===== config.mk =====
export PLATFORM = sky130hd
export DESIGN_NAME = mux_scan_n_flat
export DESIGN_NICKNAME = d
export VERILOG_FILES = /design/src/rtl/mux_scan_n_pkg.sv /design/src/rtl/mux_scan_n_if.sv /design/src/rtl/mux_scan_n_rr_next_sel.sv /design/src/rtl/mux_scan_n.sv /design/src/flat_wrapper.sv
export SDC_FILE = /design/constraint.sdc
export NUM_CORES = 1
export LEC_CHECK = 0
export BUFFER_PORTS_ARGS = -buffer_cell sky130_fd_sc_hd__buf_4
export CORE_UTILIZATION = 40
export CTS_CLUSTER_SIZE = 14
export DETAILED_ROUTE_END_ITERATION = 6
export GPL_TIMING_DRIVEN = 0
export PLACE_DENSITY = 0.68
export SETUP_SLACK_MARGIN = 0.3
export SLEW_MARGIN = 20
export SYNTH_ARGS = -nofsm -noshare
export SYNTH_HDL_FRONTEND = slang
export SYNTH_SLANG_ARGS = --single-unit

===== constraint.sdc =====
create_clock -name clk -period 4.61 [get_ports clk]
set_input_delay 0.922 -clock clk [delete_from_list [all_inputs] [get_ports clk]]
set_output_delay 0.922 -clock clk [all_outputs]
set_load 0.005 [all_outputs]

===== src/rtl/mux_scan_n_pkg.sv =====
// Shared types and constants for the scanning channel multiplexer.
// Also provides the select-width helper used by the interface and top.
package mux_scan_pkg;
   localparam logic MODE_MANUAL = 1'b0;
   localparam logic MODE_SCAN   = 1'b1;

   typedef enum logic {ST_MANUAL = 1'b0, ST_SCAN = 1'b1} state_t;

   // Channel-id width; a single channel still needs a 1-bit select.
   function automatic int selw(input int n);
      return (n > 1) ? $clog2(n) : 1;
   endfunction
endpackage


===== src/rtl/mux_scan_n_if.sv =====
// Control/data bundle between a source bank and the scanning multiplexer.
interface mux_scan_n_if
   import mux_scan_pkg::*;
#(
   parameter int N_CH = 4,
   parameter int W    = 1,
   parameter int SELW = selw(N_CH)
);
   logic              en;
   logic              mode;
   logic [SELW-1:0]   sel;
   logic [N_CH-1:0]   mask;
   logic [N_CH*W-1:0] din;
   logic [W-1:0]      dout;
   logic [SELW-1:0]   ch;
   logic              strobe;
   logic              none_active;

   modport master (output en, mode, sel, mask, din,
                   input  dout, ch, strobe, none_active);
   modport slave  (input  en, mode, sel, mask, din,
                   output dout, ch, strobe, none_active);
endinterface


===== src/rtl/mux_scan_n_rr_next_sel.sv =====
// Round-robin successor search: lowest set mask bit strictly above cur,
// wrapping to the lowest set bit overall; returns cur's own index if it is the only one set.
module rr_next_sel #(
   parameter int N  = 4,
   parameter int IW = 2
) (
   input  logic [N-1:0]  mask,
   input  logic [IW-1:0] cur,
   output logic [IW-1:0] nxt,
   output logic          any_set
);
   logic [IW-1:0] lo, hi;
   logic          found;

   // Descending walk: the last hit is the lowest qualifying index.
   always_comb begin
      lo    = '0;
      hi    = '0;
      found = 1'b0;
      for (int i = N - 1; i >= 0; i--) begin
         if (mask[i]) begin
            lo = IW'(i);
            if (i > int'(cur)) begin
               hi    = IW'(i);
               found = 1'b1;
            end
         end
      end
      any_set = |mask;
      nxt     = found ? hi : lo;
   end
endmodule


===== src/rtl/mux_scan_n.sv =====
// N-channel registered mux with manual select or dwell-timed auto-scan
// over unmasked channels; strobes whenever the output channel changes.
module mux_scan_n
   import mux_scan_pkg::*;
#(
   parameter int N_CH  = 4,
   parameter int W     = 1,
   parameter int DWELL = 4
) (
   input logic        clk,
   input logic        rst_n,
   mux_scan_n_if.slave bus
);
   localparam int SELW = selw(N_CH);
   localparam int CW   = (DWELL > 1) ? $clog2(DWELL) : 1;
   localparam logic [CW-1:0] CNT_LAST = CW'(DWELL - 1);

   state_t          state_q, state_d;
   logic [CW-1:0]   cnt_q, cnt_d;
   logic [SELW-1:0] ch_q, ch_d, nxt_ch;
   logic [W-1:0]    dout_q, dout_d;
   logic            strobe_q, strobe_d, none_q, none_d;
   logic            any_set, cur_masked, advance, mode_chg;
   logic [W-1:0]    chan [N_CH];

   for (genvar k = 0; k < N_CH; k++) begin : g_slice
      assign chan[k] = bus.din[k*W +: W];
   end

   rr_next_sel #(.N(N_CH), .IW(SELW)) u_next (
      .mask    (bus.mask),
      .cur     (ch_q),
      .nxt     (nxt_ch),
      .any_set (any_set)
   );

   // An out-of-range channel left over from manual mode counts as masked.
   assign cur_masked = (int'(ch_q) >= N_CH) || !bus.mask[ch_q];

   always_comb begin
      state_d  = state_q;
      cnt_d    = cnt_q;
      ch_d     = ch_q;
      dout_d   = dout_q;
      none_d   = none_q;
      strobe_d = 1'b0;
      mode_chg = 1'b0;
      advance  = 1'b0;
      if (bus.en) begin
         state_d  = (bus.mode == MODE_SCAN) ? ST_SCAN : ST_MANUAL;
         mode_chg = (state_d != state_q);
         if (state_d == ST_MANUAL) begin
            ch_d   = bus.sel;
            cnt_d  = '0;
            none_d = 1'b0;
         end else if (!any_set) begin
            cnt_d  = '0;
            none_d = 1'b1;
         end else begin
            none_d  = 1'b0;
            // The entry edge restarts the dwell rather than counting toward it.
            advance = cur_masked || (!mode_chg && cnt_q == CNT_LAST);
            if (advance) ch_d = nxt_ch;
            cnt_d = (advance || mode_chg) ? '0 : cnt_q + 1'b1;
         end
         dout_d = (int'(ch_d) < N_CH) ? chan[ch_d] : '0;
         if (state_d == ST_SCAN && !any_set) dout_d = '0;
         strobe_d = (ch_d != ch_q);
      end
   end

   always_ff @(posedge clk or negedge rst_n) begin
      if (!rst_n) begin
         state_q  <= ST_MANUAL;
         cnt_q    <= '0;
         ch_q     <= '0;
         dout_q   <= '0;
         strobe_q <= 1'b0;
         none_q   <= 1'b0;
      end else begin
         state_q  <= state_d;
         cnt_q    <= cnt_d;
         ch_q     <= ch_d;
         dout_q   <= dout_d;
         strobe_q <= strobe_d;
         none_q   <= none_d;
      end
   end

   assign bus.dout        = dout_q;
   assign bus.ch          = ch_q;
   assign bus.strobe      = strobe_q;
   assign bus.none_active = none_q;
endmodule


===== src/flat_wrapper.sv =====
// flat-port wrapper written by rule: the top's interface ports become plain ports
module mux_scan_n_flat import mux_scan_pkg::*;
#(
   parameter int N_CH  = 4,
   parameter int W     = 1,
   parameter int DWELL = 4
)
  (clk, rst_n, bus_en, bus_mode, bus_sel, bus_mask, bus_din, bus_dout, bus_ch, bus_strobe, bus_none_active);
  mux_scan_n_if #(.N_CH(N_CH), .W(W)) bus_i ();
  input logic clk;
  input logic rst_n;
  input wire logic [$bits(bus_i.en)-1:0] bus_en;
  input wire logic [$bits(bus_i.mode)-1:0] bus_mode;
  input wire logic [$bits(bus_i.sel)-1:0] bus_sel;
  input wire logic [$bits(bus_i.mask)-1:0] bus_mask;
  input wire logic [$bits(bus_i.din)-1:0] bus_din;
  output wire logic [$bits(bus_i.dout)-1:0] bus_dout;
  output wire logic [$bits(bus_i.ch)-1:0] bus_ch;
  output wire logic [$bits(bus_i.strobe)-1:0] bus_strobe;
  output wire logic [$bits(bus_i.none_active)-1:0] bus_none_active;
  assign bus_i.en = bus_en;
  assign bus_i.mode = bus_mode;
  assign bus_i.sel = bus_sel;
  assign bus_i.mask = bus_mask;
  assign bus_i.din = bus_din;
  assign bus_dout = bus_i.dout;
  assign bus_ch = bus_i.ch;
  assign bus_strobe = bus_i.strobe;
  assign bus_none_active = bus_i.none_active;
  mux_scan_n #(.N_CH(N_CH), .W(W), .DWELL(DWELL)) u_core (.clk(clk), .rst_n(rst_n), .bus(bus_i));
endmodule

## Word level (Yosys, flattened, before mapping)

Index checks and enable logic that the tools add are counted.

| word-level totals | value |
|---|---|
| register bits | 8 |
| input bits | 14 |
| output and inout port bits | 5 |
| logic and storage cells | 58 |

| operators by class | value |
|---|---|
| $add $sub $neg | 1 |
| order comparisons | 5 |
| eq/ne operators | 3 |
| muxes and demuxes | 34 |
| bitwise gates (word level) | 1 |
| reductions and logical operators | 8 |

Operators by type and width:

| operator | count |
|---|---|
| 2-bit 2-to-1 mux | 18 |
| 1-bit 2-to-1 mux | 14 |
| 1-bit binary-select mux with 2-bit select | 2 |
| 2-bit greater-than comparator (first input constant) | 2 |
| 4-bit OR reduction | 1 |
| 3-bit >= comparator (second input constant) | 1 |
| 1-bit zero test | 3 |
| 2-bit by 3-bit < comparator with 1-bit output (second input constant) | 1 |
| 2-bit NOT with 3-bit output | 1 |
| 2-bit by 1-bit adder with 2-bit output (second input constant) | 1 |
| 2-bit equality test (second input constant) | 1 |
| 1-bit by 2-bit greater-than comparator with 1-bit output (first input constant) | 1 |
| 1-bit logical AND | 2 |
| 1-bit logical OR | 2 |
| 2-bit != test | 1 |
| 1-bit != test | 1 |

## Logic depth before layout (Yosys ltp)

| logic depth | value |
|---|---|
| depth in word-level cells | 17 |
| depth in mapped cells | 7 |
| gate-level depth less buffers | 7 |

## By module

Synthesis repeated with hierarchy kept, for this count alone.

| unflattened totals | value |
|---|---|
| cell total of the unflattened synthesis | 70 |
| area total of the unflattened synthesis | 606.8 sq um |

Modules (own cells, without submodules):

| module | times used | cells an instance | area each (sq um) | seq. area each (sq um) |
|---|---|---|---|---|
| mux_scan_n | 1 | 57 | 536.8 | 200.2 |
| rr_next_sel | 1 | 13 | 70.1 | 0.0 |

## Least setup slack after synthesis

Ideal clock, no wire load.

| timing path | value |
|---|---|
| path kind | input -> register |
| start point | in bus_mask[3] |
| end point | reg u_core.dout_q (netlist: u_core.bus.dout) |
| setup time | 0.138 ns |
| arrival | 2.195 ns |
| data required time | 4.472 ns |
| slack | 2.278 ns |
| stages on the path | 6 |
| path buffers | 0 |
| path through | mux4_2 o21ai_2 a21oi_1 a22o_1 o41ai_1 a31oi_1 |

| between the ends | value |
|---|---|
| cells in the longest elaborated chain, start to end | 15 |
| elaborated cells between the ends (all ways) | 31 |
| those cells by class | mux: 25; bitwise: 1; reduce/logical: 5 |

RTL lines:

| what | RTL line | RTL |
|---|---|---|
| start, declared | flat_wrapper.sv:15 | `input wire logic [$bits(bus_i.mask)-1:0] bus_mask;` |
| 2-bit 2-to-1 mux or 1-bit 2-to-1 mux (tied branches) | mux_scan_n_rr_next_sel.sv:21 | `if (mask[i]) begin` |
| 2-bit 2-to-1 mux or 1-bit 2-to-1 mux (tied branches) | mux_scan_n_rr_next_sel.sv:23 | `if (i > int'(cur)) begin` |
| 2-bit 2-to-1 mux or 1-bit 2-to-1 mux (tied branches) | mux_scan_n_rr_next_sel.sv:21 |  |
| 2-bit 2-to-1 mux or 1-bit 2-to-1 mux (tied branches) | mux_scan_n_rr_next_sel.sv:23 |  |
| 2-bit 2-to-1 mux or 1-bit 2-to-1 mux (tied branches) | mux_scan_n_rr_next_sel.sv:21 |  |
| 2-bit 2-to-1 mux | mux_scan_n_rr_next_sel.sv:30 | `nxt = found ? hi : lo;` |
| 2-bit 2-to-1 mux | mux_scan_n.sv:63 | `if (advance) ch_d = nxt_ch;` |
| 2-bit 2-to-1 mux | mux_scan_n.sv:56 | `end else if (!any_set) begin` |
| 2-bit 2-to-1 mux | mux_scan_n.sv:52 | `if (state_d == ST_MANUAL) begin` |
| 2-bit 2-to-1 mux | mux_scan_n.sv:49 | `if (bus.en) begin` |
| 2-bit NOT with 3-bit output (implied by the code) | mux_scan_n.sv:66 | `dout_d = (int'(ch_d) < N_CH) ? chan[ch_d] : '0;` |
| 1-bit binary-select mux with 2-bit select | mux_scan_n.sv:66 |  |
| 1-bit 2-to-1 mux (implied by the code) (2 in a row) | mux_scan_n.sv:66 |  |
| 1-bit 2-to-1 mux (*) | mux_scan_n.sv:67 | `if (state_d == ST_SCAN && !any_set) dout_d = '0;` |
| end signal, assigned | mux_scan_n.sv:84 | `dout_q <= dout_d;` |
| end, declared | mux_scan_n.sv:21 | `logic [W-1:0] dout_q, dout_d;` |

Every way passes the cells marked *; elsewhere a longest branch is shown, timed or not. The select of a mux whose other input is x is not followed.
A chain may end at the register's enable or synchronous reset.

## Final worst setup path

Ends and elaborated chain as after synthesis.

==> results.tsv <==
stage	metric	value	unit
finish	drive_above_1_share	32.58	%
min_path	hp-class	in2async	
clock_tree	clk_pin_slew	50	ps
power_and_ir_drop	p_seq_share	34.9	%
timing	min_period	2306	ps
clock_tree	cts_max_path_buffers	2	
logic_synthesis	synth_area	610.6	sq um
grt	track_usage	17.23	%
routing	drtAntennaViolNets	0	
timing	tightest_slew	681.0	ps
logic_synthesis	ys_seq_area_share	32.79	%
clock_tree	root_buffer	clkbuf_4	
run_status	status	completed	
placement	portBuffers	18	
placement	dp_hpwl	968.6	microns
logic_synthesis	syn_inst	68	
finish	syn2layout_area_growth	28.89	%
finish	antennaDiodeCount	0	
clock_tree	cts_tree	built	
power_and_ir_drop	p_leak	0.3556	nW
grt	antenna_found_initial	0	
run	maxCapViolCount	0	
logic_synthesis	syn_nets	83	
timing	fin_skew	6.174	ps
power_and_ir_drop	power_density	338.8	mW/mm^2
grt	grt_pass1_vias	461	
timing	timing.final.crit_share	50.01	%
routing	drc	0	
logic_synthesis	synthArstFlopShare	100.0	%
floorplan	coreArea	0.001366	sq mm
power_and_ir_drop	intPower	178.3	uW
timing	rsz0062_at_grt	false	
worst_setup_path	cp_max_fo	6	
clock_tree	cts_sinks	8	
floorplan	top_level_ports	19	
floorplan	die_h	41.07	microns
routing	drtPass1Iterations	4	
worst_setup_path	r2r-end	u_core.bus.dout	
worst_setup_path	reg2reg_depth	7	
clock_tree	clk_latency	250	ps
floorplan	rows	13	
clock_tree	cts_made_buffers	3	
logic_synthesis	synth-edff-count	0	
clock_tree	postCtsHoldBufs	0	
logic_synthesis	ys_ff_latch	8	
worst_setup_path	crit_required	4730	ps
clock_tree	htree_levels	1	
clock_tree	cts_resized	0	
power_and_ir_drop	combPwrFrac	45.4	%
clock_tree	post-cts-setup-buffer-count	0	
logic_synthesis	synth_cell_types	34	
power_and_ir_drop	p_total	266.6	uW
grt	grt_pass1_wl	1883	microns
power_and_ir_drop	switchingPower	88.36	uW
grt	grt_max_degree	11	
routing	routedWlPerCell	11.77	microns
floorplan	die_area	0.001687	sq mm
worst_setup_path	r2r_setup_slack	2570	ps
grt	gr-total-overflow	0	
timing	maxSlewHeadroom	54.18	%
worst_setup_path	r2r-start	u_core.bus.ch[0]	
routing	drt-initial-drc-count	12	
timing	slew_violations	0	
power_and_ir_drop	swShare	33.14	%
worst_setup_path	path_class	in2reg	
floorplan	start_util	44.69	%
power_and_ir_drop	ir_drop	0.1886	mV
timing	setup_tns	0	ps
worst_setup_path	cp-start-kind	input port	
worst_setup_path	endpoint_kind	register	
timing	clock.fmax	433.7	MHz
routing	viasPerCell	5.288	
logic_synthesis	avgSynthCellArea	8.979	sq um
logic_synthesis	synthFlopType	dfrtp_1	
finish	nets	106	
timing	hold_viol	0	
timing	setup_viol	0	
floorplan	die_w	41.07	microns
routing	vias	550	
power_and_ir_drop	clock_power_share	19.6	%
logic_synthesis	ys_warn_count	0	
placement	place_congestion	0.7081	
routing	routed_wirelength	1224	microns
worst_setup_path	timing.critical_path.arrival	2420	ps
cell families after synthesis:
logic type | synth area share, %
AOI/OAI and AO/OA | 23.16
xor gates and xnor gates | 4.304
adders and majority gates | 2.049
buffers and inverters | 7.377
DFF | 32.79
muxes | 12.09
and+or+nand+nor | 18.24
cells in the mapped netlist, types with 2 or more instances:
cell      number  area [sq um]
nand2_1        6         22.52
mux2i_1        4         40.04
dfrtp_1        8         200.2
a21oi_1        4         20.02
o21ai_0        3         15.01
nand2b_1       4         25.02
nor2_1         5         18.77
inv_1          6         22.52
xnor2_1        2         17.52
nand3_1        2         10.01
worst max path at each step:
stage                           start         endpoint  slack (ps)  cells past startpoint
after detailed placement  bus_mask[3]  u_core.bus.dout        2060                      7
final                     bus_mask[3]  u_core.bus.dout        2300                      7
after CTS                 bus_mask[3]  u_core.bus.dout        2320                      7
after global placement    bus_mask[3]  u_core.bus.dout        2020                      7
after floorplan           bus_mask[3]  u_core.bus.dout        2280                      6
after global routing      bus_mask[3]  u_core.bus.dout        2200                      6
metal layers:
metal	track usage, %	vias up	wire length (microns)
met1	22.82	249	581
met5	0	-	0
met2	26.95	13	595
met4	7.500	0	0
li1	-	288	-
met3	3.261	0	47
worst max-delay path: stages:
cell,delay [ps]
buf_4,130
mux4_2,490
o21ai_2,120
a21oi_1,140
a22o_1,250
o41ai_1,300
a31oi_1,70
power groups by stage:
| stage | combinational [mW] | sequential, mW | clock [mW] |
|---|---|---|---|
| global route | 0.133 | 0.0947 | 0.0593 |
| detailed placement | 0.121 | 0.0937 | 0 |
| global placement | 0.121 | 0.0935 | 0 |
| floorplan | 0.0810 | 0.0936 | 0 |
| finish | 0.121 | 0.0932 | 0.0524 |
| CTS | 0.122 | 0.0931 | 0.0570 |
placed cells by master (no fill, tap or decap), types with 2 or more instances in the layout:
| cell type | n |
|---|---|
| o21ai_0 | 3 |
| a21oi_1 | 4 |
| clkbuf_4 | 3 |
| nand2b_1 | 4 |
| dfrtp_1 | 8 |
| nand2_1 | 6 |
| nand3_1 | 2 |
| xnor2_1 | 2 |
| buf_4 | 19 |
| mux2i_1 | 4 |
| inv_1 | 6 |
| nor2_1 | 5 |
flip-flops by register name (all words and copies together) (netlist names):
signal / flops
u_core.bus.dout: 1
u_core.state_q: 1
u_core.bus.strobe: 1
u_core.cnt_q: 2
u_core.bus.ch: 2
u_core.bus.none_active: 1
cell type report:
class / count / area [sq um]
Buffer: 3 / 22.52
Clock buffer: 3 / 22.52
Fill cell: 133 / 579.3
Inverter: 6 / 22.52
Multi-Input combinational cell: 51 / 365.4
Sequential cell: 8 / 200.2
Tap cell: 15 / 18.77
Timing Repair Buffer: 18 / 135.1
stage by stage:
stage | utilization, % | cells | worst slack, ps | hold WS (ps) | cell area [sq um]
global route | 57.60 | 104 | 2196 | 467.6 | 787.0
CTS | 57.60 | 104 | 2324 | 458.6 | 787.0
detailed placement | 55.95 | 101 | 2055 | 475.0 | 764.5
finish | 57.60 | 104 | 2304 | 472.2 | 787.0
global placement | 55.95 | 101 | 2023 | 476.2 | 764.5
floorplan | - | 68 | 2278 | 457.3 | 610.6
Note: power is estimated with default switching activity, not from simulation.
